--- src/rtl/commit_stage.sv ---
// commit_stage: retires results to the register files and serialises trap entry/return with the CSR unit
module commit_stage #(
    parameter int XLEN    = 32,
    parameter int FLEN    = 64,
    parameter int CAUSE_W = 5
) (
    input  logic               clk,
    input  logic               rst,
    input  logic               in_valid,
    input  logic [XLEN-1:0]    in_pc,
    input  logic [31:0]        in_insn,
    input  logic [4:0]         in_rd,
    input  logic               in_int_we,
    input  logic [XLEN-1:0]    in_int_value,
    input  logic               in_fp_we,
    input  logic [FLEN-1:0]    in_fp_value,
    input  logic               in_trap_valid,
    input  logic               in_trap_is_interrupt,
    input  logic [CAUSE_W-1:0] in_trap_code,
    input  logic [XLEN-1:0]    in_trap_value,
    input  logic               in_trap_return,
    input  logic               csr_trap_ack,
    input  logic [XLEN-1:0]    csr_trap_target,
    output logic               int_rf_we,
    output logic [4:0]         int_rf_addr,
    output logic [XLEN-1:0]    int_rf_data,
    output logic               fp_rf_we,
    output logic [4:0]         fp_rf_addr,
    output logic [FLEN-1:0]    fp_rf_data,
    output logic               csr_trap_req,
    output logic               csr_trap_return_req,
    output logic [XLEN-1:0]    csr_trap_pc,
    output logic               csr_trap_is_interrupt,
    output logic [CAUSE_W-1:0] csr_trap_code,
    output logic [XLEN-1:0]    csr_trap_value,
    output logic               stall_req,
    output logic               flush_req,
    output logic [XLEN-1:0]    flush_target,
    output logic [63:0]        retired_count
);
    typedef enum logic [1:0] {NORMAL, TRAP_REQ, RET_REQ, FLUSH} state_t;
    state_t state, state_n;
    logic accept, take_trap, take_ret, retire, acked, unused;
    assign unused    = ^in_insn;
    assign accept    = state == NORMAL && in_valid;
    assign take_trap = accept && in_trap_valid;
    assign take_ret  = accept && !in_trap_valid && in_trap_return;
    assign retire    = accept && !in_trap_valid && !in_trap_return;
    assign acked     = (state == TRAP_REQ || state == RET_REQ) && csr_trap_ack;
    always_comb begin
        state_n = take_trap ? TRAP_REQ : take_ret ? RET_REQ : acked ? FLUSH : state == FLUSH ? NORMAL : state;
    end
    always_ff @(posedge clk) begin
        state <= rst ? NORMAL : state_n;
    end
    assign csr_trap_req        = state == TRAP_REQ;
    assign csr_trap_return_req = state == RET_REQ;
    assign stall_req           = csr_trap_req || csr_trap_return_req;
    assign flush_req           = state == FLUSH;
    always_ff @(posedge clk) begin
        if (rst) begin
            int_rf_we             <= 1'b0;
            int_rf_addr           <= '0;
            int_rf_data           <= '0;
            fp_rf_we              <= 1'b0;
            fp_rf_addr            <= '0;
            fp_rf_data            <= '0;
            csr_trap_pc           <= '0;
            csr_trap_is_interrupt <= 1'b0;
            csr_trap_code         <= '0;
            csr_trap_value        <= '0;
            flush_target          <= '0;
            retired_count         <= '0;
        end else begin
            int_rf_we <= retire && in_int_we && in_rd != 5'd0;
            fp_rf_we  <= retire && in_fp_we;
            if (retire) begin
                int_rf_addr <= in_rd;
                int_rf_data <= in_int_value;
                fp_rf_addr  <= in_rd;
                fp_rf_data  <= in_fp_value;
            end
            if (retire || take_ret) retired_count <= retired_count + 64'd1;
            if (take_trap || take_ret) csr_trap_pc <= in_pc;
            if (take_trap) begin
                csr_trap_is_interrupt <= in_trap_is_interrupt;
                csr_trap_code         <= in_trap_code;
                csr_trap_value        <= in_trap_value;
            end
            if (acked) flush_target <= csr_trap_target;
        end
    end
endmodule

--- config.mk ---
export PLATFORM = sky130hd
export DESIGN_NAME = commit_stage
export DESIGN_NICKNAME = d
export VERILOG_FILES = /design/src/rtl/commit_stage.sv
export SDC_FILE = /design/constraint.sdc
export NUM_CORES = 1
export LEC_CHECK = 0
export ABC_AREA = 1
export CAP_MARGIN = 20
export CORE_AREA = 2 2 201 203
export DETAILED_ROUTE_END_ITERATION = 8
export DIE_AREA = 0 0 203 205
export REMOVE_ABC_BUFFERS = 1
export SYNTH_ARGS = -nofsm -noshare
export SYNTH_HDL_FRONTEND = slang
export SYNTH_SLANG_ARGS = --single-unit
--- constraint.sdc ---
create_clock -name clk -period 4.4 [get_ports clk]
set_clock_uncertainty 0.15 [all_clocks]
set_input_delay 0.44 -clock clk [delete_from_list [all_inputs] [get_ports clk]]
set_output_delay 0.44 -clock clk [all_outputs]
set_load 0.05 [all_outputs]
==> results of run 1 <==
cells in the mapped netlist (2+ instances only):
master    instances
xnor2_1           3
nand3_1          43
nor3b_1           2
xor2_1            9
o21bai_2          2
inv_2             2
buf_2            14
nand2_2           6
buf_1             2
nor2_2           12
nand2_1         163
nand3_2           6
o21a_1            2
clkbuf_1         52
nand4_1          18
and2_1            2
a21oi_1          28
ha_1              5
nor2_1          552
dfxtp_1         271
buf_6             3
o21ai_0         223
nor2_4           12
nor3_1            9
buf_4             7
inv_1            73
per-stage QoR:
stage	hold slack (ns)	TNS, ns	area (µm²)	utilization (%)
after floorplan	0.3591	-160.06	10640	-
after global placement	0.3141	0	16280	41.37
after detailed placement	0.3232	0	16280	41.37
after CTS	0.2244	0	17280	43.90
after global routing	0.2568	0	17310	43.97
final	0.2595	0	17310	43.98
power by group:
| part | internal, mW | switching (mW) | total [mW] |
|---|---|---|---|
| clock network | 1.49 | 1.05 | 2.54 |
| logic | 0.628 | 1.18 | 1.80 |
| registers | 2.66 | 0.100 | 2.76 |
final cells by class:
type                       instances  share of cell area (%)
sequential                       271                   31.34
timing repair buffer             498                   28.91
multi-input combinational       1105                   28.52
clock buffer                      45                   5.305
tap                              525                   3.794
inverter                          75                   1.655
clock inverter                     8                  0.4481
antenna                            2                 0.02891
flip-flops by register name, indices dropped and copies added (netlist names):
| register | count |
|---|---|
| fp_rf_we | 1 |
| csr_trap_pc | 32 |
| csr_trap_code | 5 |
| csr_trap_value | 32 |
| csr_trap_is_interrupt | 1 |
| int_rf_we | 1 |
| retired_count | 64 |
| fp_rf_data | 64 |
| fp_rf_addr | 5 |
| flush_target | 32 |
| int_rf_data | 32 |
| state | 2 |
metal layers:
layer,track usage [%],wire length (µm),vias to the layer above
li1,-,-,5778
met1,22.03,16700,5281
met2,33.16,19730,355
met3,5.170,3092,56
met4,5.761,993,0
met5,0,0,-
critical path, cell delays in order (launching register included):
cell and delay, ns:
dfxtp_1 0.37, inv_1 0.09, ha_1 0.30, clkdlybuf4s50_1 0.83
cells by family (layout without fill, tap and decap cells):
kind of cell	after synthesis	in the layout
simple gates	828	828
flops	271	271
compound gates	260	260
buf+inv	154	626
xor+xnor	12	12
fa+ha+maj	5	5
other cells	0	2
worst paths after layout:
| kind | from | end | slack [ns] | cells past startpoint |
|---|---|---|---|---|
| worst max-delay path | state[1] | stall_req | 1.66 | 3 |
| worst min-delay path | in_fp_we | fp_rf_we | 0.26 | 3 |
| worst max register to register | state[1] | csr_trap_pc[13] | 1.81 | 11 |
| worst min register to register | flush_target[17] | flush_target[17] | 0.33 | 2 |
==> flow_summary.json, run 1 <==
{
  "status": "complete, no violations",
  "dieArea_mm2": 0.04162,
  "async_reset_ff_share_pct": 0,
  "seq_area_mm2": 0.005425,
  "clkSinkCount": 271,
  "yosys_warnings": 0,
  "routed_wl_mm": 40.51,
  "synth_top_family_by_area": "simple AND/OR/NAND/NOR gates",
  "path_class": "register to primary output",
  "drc": 0,
  "mostFrequentLayoutCells": "nor2_1 (550), clkdlybuf4s50_1 (488), dfxtp_1 (271)",
  "gp_congestion": 0.8718,
  "power.density_mw_per_mm2": 410.2,
  "hold_violations": 0,
  "drive_gt1_share_pct": 5.295,
  "first_iter_violations": 667,
  "syn_area_mm2": 0.01100,
  "hp-class": "input port to register",
  "place_ws_ns": 1.131,
  "ys_seq_area_share_pct": 49.32,
  "grt_pass1_wl_mm": 62.64,
  "synth_top_cell_by_area": "dfxtp_1",
  "firstDrtPassIters": 5,
  "htree_levels": 1,
  "pin_count": 521,
  "cts_buffer_depth": 3,
  "finalNonFillerCells": 2529,
  "synth_xor_area_share_pct": 0.9555,
  "ant_nets": 0,
  "synth_fa_ha_area_share_pct": 0.5688,
  "crit_arrival_ns": 2.15,
  "rows": 73,
  "slew_headroom_pct": 32.94,
  "cts_tree": "done",
  "crit_required_ns": 3.81,
  "vias": 11470,
  "cp-start-kind": "register",
  "cts_setup_buffers": 0,
  "maxSlewViolCount": 0,
  "dp.cells": 2473,
  "ys_ff_latch": 271,
  "rsz0062_at_grt": "no",
  "worst_pin_slew_ns": 1.006,
  "cts-root-buf": "clkbuf_16",
  "grt-ovfl-total": 0,
  "cp-end-kind": "primary output",
  "maxCapViolations": 0,
  "ys_types": 35,
  "syn_avg_cell_area_um2": 7.189,
  "synth_top_area_share_pct": 49.32,
  "dp_hpwl_mm": 29.34,
  "grt_max_degree": 125,
  "die_y_um": 205,
  "hold_buffers": 0,
  "finalPower_mw": 7.102,
  "first_global_vias": 11482,
  "fill_cells": 3934,
  "multiInputGateArea_mm2": 0.004938,
  "numCtsBuffers": 31,
  "critPathMaxFanout": 3,
  "power_leakage_nw": 6.599,
  "period_share_pct": 62.17,
  "yosys.area_share.simple_pct": 31.18,
  "path_clk_slew_ns": 0.06,
  "die_w_um": 203,
  "final_common_cell": "nor2_1",
  "synth_compound_area_share_pct": 12.10,
  "core-area_mm2": 0.03937,
  "synthCells": 1530,
  "max_freq_mhz": 365.6,
  "ctsResizeCount": 0,
  "synth.area.mux_share_pct": 0,
  "wl_per_cell_um": 16.02,
  "port_buffers": 488,
  "grt_use_total_pct": 18.76,
  "vdd_ir_drop_max_mv": 0.3488,
  "setup_ws_ns": 1.664,
  "min_period_ns": 2.736,
  "via_per_inst": 4.535,
  "finalSetupViolations": 0,
  "netlist_top_cells_area": "dfxtp_1 (49%), nor2_1 (19%), o21ai_0 (10%)",
  "finalNetCount": 2230,
  "initial_core_util_pct": 27.94,
  "synth_edf_count": 0,
  "antenna_found_initial": 1,
  "synth_ff_type": "dfxtp_1",
  "synthToLayoutAreaGrowth_pct": 57.40,
  "insertion_delay_ns": 0.56
}
Note: power is estimated with default switching activity, not from simulation.
==> run 2, diff against run 1 <==
clock period = 2.6 ns   (was 4.4 ns; I/O delays follow)
==> run 2 against run 1 <==
Count of clock-buffer cells in the layout up 4. Cell area increased by 0.92%. Combinational power is 71% higher. Clock power increased by 69%. Highest routed layer unchanged. Flip-flop and latch count stayed put. Critical path depth is the same. Sequential power rose by 69%. Register-to-register slack worse by 1.4 ns. Die area unchanged. Total power rose by 69%.
==> flow_summary.json, run 2 (synthesis gave the netlist of run 1 again) <==
{
  "status": "complete, no violations",
  "wl_per_cell_um": 15.88,
  "finalSetupViolations": 0,
  "cp-start-kind": "register",
  "tns_ns": 0,
  "rows": 73,
  "firstDrtPassIters": 5,
  "insertion_delay_ns": 0.56,
  "die_w_um": 203,
  "hp-class": "input port to register",
  "final_common_cell": "nor2_1",
  "maxCapViolations": 0,
  "antenna_found_initial": 2,
  "worst_pin_slew_ns": 0.6596,
  "min_to": "fp_rf_we",
  "reg.largest.list": "fp_rf_data x64, retired_count x64",
  "fill_cells": 4018,
  "port_buffers": 488,
  "ant_nets": 0,
  "drive_gt1_share_pct": 5.894,
  "routed_wl_mm": 40.42,
  "slew_headroom_pct": 55.89,
  "cp-startpoint": "state[0]",
  "worst_path_max_delay_cell": "clkdlybuf4s50_1",
  "min_period_ns": 2.382,
  "vias": 11457,
  "numCtsBuffers": 31,
  "power.density_mw_per_mm2": 688.3,
  "vdd_ir_drop_max_mv": 0.4815,
  "finalNetCount": 2244,
  "period_share_pct": 91.61,
  "grt_use_total_pct": 18.90,
  "reg2regPathDepth": 8,
  "drc": 0,
  "via_per_inst": 4.500,
  "worstPathCellList": "inv_1 > ha_1 > clkdlybuf4s50_1",
  "critPathMaxFanout": 3,
  "power_leakage_nw": 6.691,
  "rsz0062_at_grt": "no",
  "critPathMaxStageDelay_ns": 0.83,
  "first_iter_violations": 567,
  "path_class": "register to primary output",
  "path_clk_slew_ns": 0.06,
  "dieArea_mm2": 0.04162,
  "first_global_vias": 11352,
  "synthToLayoutAreaGrowth_pct": 58.84,
  "hold_path_depth": 3,
  "cts_tree": "done",
  "cts_setup_buffers": 0,
  "r2r_slack_ns": 0.40,
  "hold_start": "in_fp_we",
  "htree_levels": 1,
  "r2r_end": "fp_rf_data[61]",
  "hold_violations": 0,
  "cp-end-kind": "primary output",
  "grt_max_degree": 80,
  "crit_required_ns": 2.19,
  "dp_hpwl_mm": 29.96,
  "crit_arrival_ns": 1.97,
  "grt-ovfl-total": 0,
  "maxSlewViolCount": 0,
  "grt_pass1_wl_mm": 62.82,
  "initial_core_util_pct": 27.94,
  "max_freq_mhz": 419.8,
  "gp_congestion": 0.8909,
  "setup_ws_ns": 0.2181,
  "cts_buffer_depth": 3,
  "core-area_mm2": 0.03937,
  "place_ws_ns": 0.2115,
  "hold_buffers": 0,
  "die_y_um": 205,
  "whs_ns": 0.08278,
  "cts-root-buf": "clkbuf_16",
  "pin_count": 521,
  "clkSinkCount": 271,
  "mostFrequentLayoutCells": "nor2_1 (550), clkdlybuf4s50_1 (487), dfxtp_1 (271)",
  "r2r_start": "state[0]"
}
[run 2: worst max-delay path by stage]
stage                     cells past startpoint  slack, ns                  end
after global routing                          3       0.13         csr_trap_req
after CTS                                     3      0.009            stall_req
after global placement                        8       0.25       fp_rf_data[36]
final                                         3       0.22  csr_trap_return_req
after detailed placement                      8       0.21       fp_rf_data[61]
after floorplan                               7      -3.38        fp_rf_addr[0]
[run 2: timing repair]
action,in CTS,in global routing
endpoints found under the setup margin,0,1
endpoints found under the hold margin,0,0
gates resized for setup,0,1
[run 2: area by class of cell]
class | count | area [µm²] | area share (%)
Antenna cell | 2 | 5.005 | 0.02865
Clock buffer | 49 | 933.4 | 5.342
Clock inverter | 7 | 71.32 | 0.4082
Inverter | 75 | 286.5 | 1.640
Multi-Input combinational cell | 1105 | 4938 | 28.27
Sequential cell | 271 | 5425 | 31.05
Tap cell | 525 | 656.9 | 3.760
Timing Repair Buffer | 512 | 5155 | 29.50
[run 2: power breakdown]
group / internal, mW / switching (mW) / total, mW
clock network: 2.54 / 1.74 / 4.28
logic: 1.08 / 2.00 / 3.08
registers: 4.50 / 0.170 / 4.67
total: 8.12 / 3.91 / 12.0
[run 2: layer usage]
metal	up-vias	GRT usage, %	wire [µm]
met1	5218	22.70	16840
met4	0	6.491	1074
met3	69	4.963	2929
met2	368	32.63	19570
met5	-	0	0
li1	5802	-	-
[run 2: metrics by stage]
step                      power [mW]  cell area (µm²)  util [%]  std cells
after detailed placement       7.843            16460     41.81       2488
after global routing           12.57            17470     44.38       2546
final                          12.02            17470     44.38       2546
after floorplan                6.521            10640         -       1451
after global placement         7.821            16460     41.81       2488
after CTS                      12.20            17460     44.36       2544
[run 2: critical path: cells and delay by family, from the launching register on]
kind | cells | cell delay (ns)
adders and majority gates | 1 | 0.16
DFF | 1 | 0.33
buffers and inverters | 2 | 0.93
==> run 3, diff against run 2 <==
CORE_AREA = 2 2 204 206   (was 2 2 201 203)
DIE_AREA = 0 0 206 208   (was 0 0 203 205)
clock period = 3 ns   (was 2.6 ns; I/O delays follow)
==> run 3 against run 2 <==
Sequential share of layout area is essentially flat. Final cell count is 0.12% higher. Combinational power down 14%. Flip-flop and latch count unchanged. Via count rose by 0.31%. Cell area up 0.13%. Die area up 3.0%. Non-clock buffer count is 7 lower. Routed wire length grew 0.51%.
==> flow_summary.json, run 3 (synthesis gave the netlist of run 1 again) <==
{
  "grt_pass1_wl_mm": 62.98,
  "finalNonFillerCells": 2549,
  "finalPower_mw": 10.77,
  "maxSlewViolCount": 0,
  "vias": 11493,
  "dp_hpwl_mm": 29.57,
  "path_clk_slew_ns": 0.06,
  "worst_path_max_delay_cell": "clkdlybuf4s50_1",
  "power_leakage_nw": 6.687,
  "drive_gt1_share_pct": 5.704,
  "crit_arrival_ns": 2.07,
  "grt_use_total_pct": 18.64,
  "core-area_mm2": 0.04055,
  "critPathMaxFanout": 3,
  "dr_wl_met3_mm": 3.194,
  "insertion_delay_ns": 0.52,
  "reg.largest.list": "fp_rf_data x64, retired_count x64",
  "crit_family": "buffers and inverters",
  "hp-class": "input port to register",
  "pin_count": 521,
  "finalNetCount": 2240,
  "finalSetupViolations": 0,
  "slew_headroom_pct": 31.83,
  "hold_violations": 0,
  "ant_nets": 0,
  "port_buffers": 488,
  "numCtsBuffers": 34,
  "min_period_ns": 2.520,
  "grt_max_degree": 102,
  "antenna_found_initial": 2,
  "hold_buffers": 0,
  "maxCapViolations": 0,
  "mostFrequentLayoutCells": "nor2_1 (550), clkdlybuf4s50_1 (488), dfxtp_1 (271)",
  "cts_tree": "done",
  "die_w_um": 206,
  "critPathMaxStageDelay_ns": 0.82,
  "cp-startpoint": "state[1]",
  "hold_start": "in_fp_we",
  "gp_congestion": 0.9340,
  "rows": 74,
  "htree_levels": 2,
  "period_share_pct": 84.00,
  "vdd_ir_drop_max_mv": 0.4147,
  "max_freq_mhz": 396.8,
  "path_class": "register to primary output",
  "routed_wl_mm": 40.63,
  "ctsResizeCount": 0,
  "status": "complete, no violations",
  "crit_required_ns": 2.55,
  "via_per_inst": 4.509,
  "first_global_vias": 11467,
  "final_common_cell": "nor2_1",
  "r2r_start": "state[0]",
  "wl_met1_mm": 16.75,
  "clkSinkCount": 271,
  "initial_core_util_pct": 27.12,
  "wl_per_cell_um": 15.94,
  "power.density_mw_per_mm2": 615.5,
  "rsz0062_at_grt": "no",
  "synthToLayoutAreaGrowth_pct": 59.05,
  "cts_buffer_depth": 3,
  "dieArea_mm2": 0.04285,
  "dp.cells": 2488,
  "first_iter_violations": 672,
  "cp-start-kind": "register",
  "cts_setup_buffers": 0,
  "cp-end-kind": "primary output",
  "drc": 0,
  "cts-root-buf": "clkbuf_16",
  "worstPathCellList": "inv_1 > ha_1 > clkdlybuf4s50_1",
  "grt-ovfl-total": 0,
  "worst-path-buf-inv": 2,
  "worst_pin_slew_ns": 1.021,
  "top_layer_used": "met5",
  "die_y_um": 208,
  "firstDrtPassIters": 4,
  "wl_met2_mm": 19.51
}
run 3: changes by cell type in the layout (fill, tap and decap cells not counted), moves of 2 or more:
cell,previous run,this run
buf_4,17,13
buf_12,7,4
inv_6,2,4
clkinvlp_4,3,1
clkbuf_16,31,34
run 3: metal layers:
layer / up-vias / track usage [%]
met2: 367 / 31.98
met1: 5274 / 21.64
met3: 57 / 5.623
met4: 2 / 7.069
met5: - / 0
li1: 5793 / -
run 3: worst register-to-register path, delay by kind of cell, from the launching register on:
family / cells / cell delay, ns
adder cells (fa/ha/maj): 1 / 0.23
buffers and inverters: 3 / 0.92
flip-flops: 1 / 0.35
AND/OR/NAND/NOR: 5 / 0.55
run 3: layout make-up:
cell class	count	area, µm²
antenna	1	2.502
sequential	271	5425
timing repair buffer	505	5062
inverter	75	286.5
clock inverter	8	115.1
tap	532	665.6
clock buffer	52	998.5
fill	4099	23060
multi-input combinational	1105	4938
run 3: path summary, 6_finish.rpt:
| kind | slack [ns] | cells past startpoint | endpoint |
|---|---|---|---|
| min | 0.17 | 3 | fp_rf_we |
| min reg2reg | 0.33 | 2 | retired_count[12] |
| max reg2reg | 0.74 | 9 | csr_trap_pc[28] |
| max | 0.48 | 3 | stall_req |
run 3: where the power goes:
group / internal (mW) / total (mW) / switching, mW
combinational: 0.925 / 2.65 / 1.73
clock: 2.48 / 4.07 / 1.59
sequential: 3.90 / 4.05 / 0.148
total: 7.30 / 10.8 / 3.47
run 3: stage by stage:
stage	utilization, %	instance area (µm²)	hold WS (ns)	worst slack (ns)	TNS (ns)
floorplan	-	10640	0.2191	-2.985	-385.15
global placement	40.39	16380	0.3139	0.5982	0
detailed placement	40.39	16380	0.3203	0.5434	0
CTS	43.13	17490	0.1211	0.4058	0
global route	43.14	17490	0.1629	0.3564	0
finish	43.14	17490	0.1651	0.4799	0
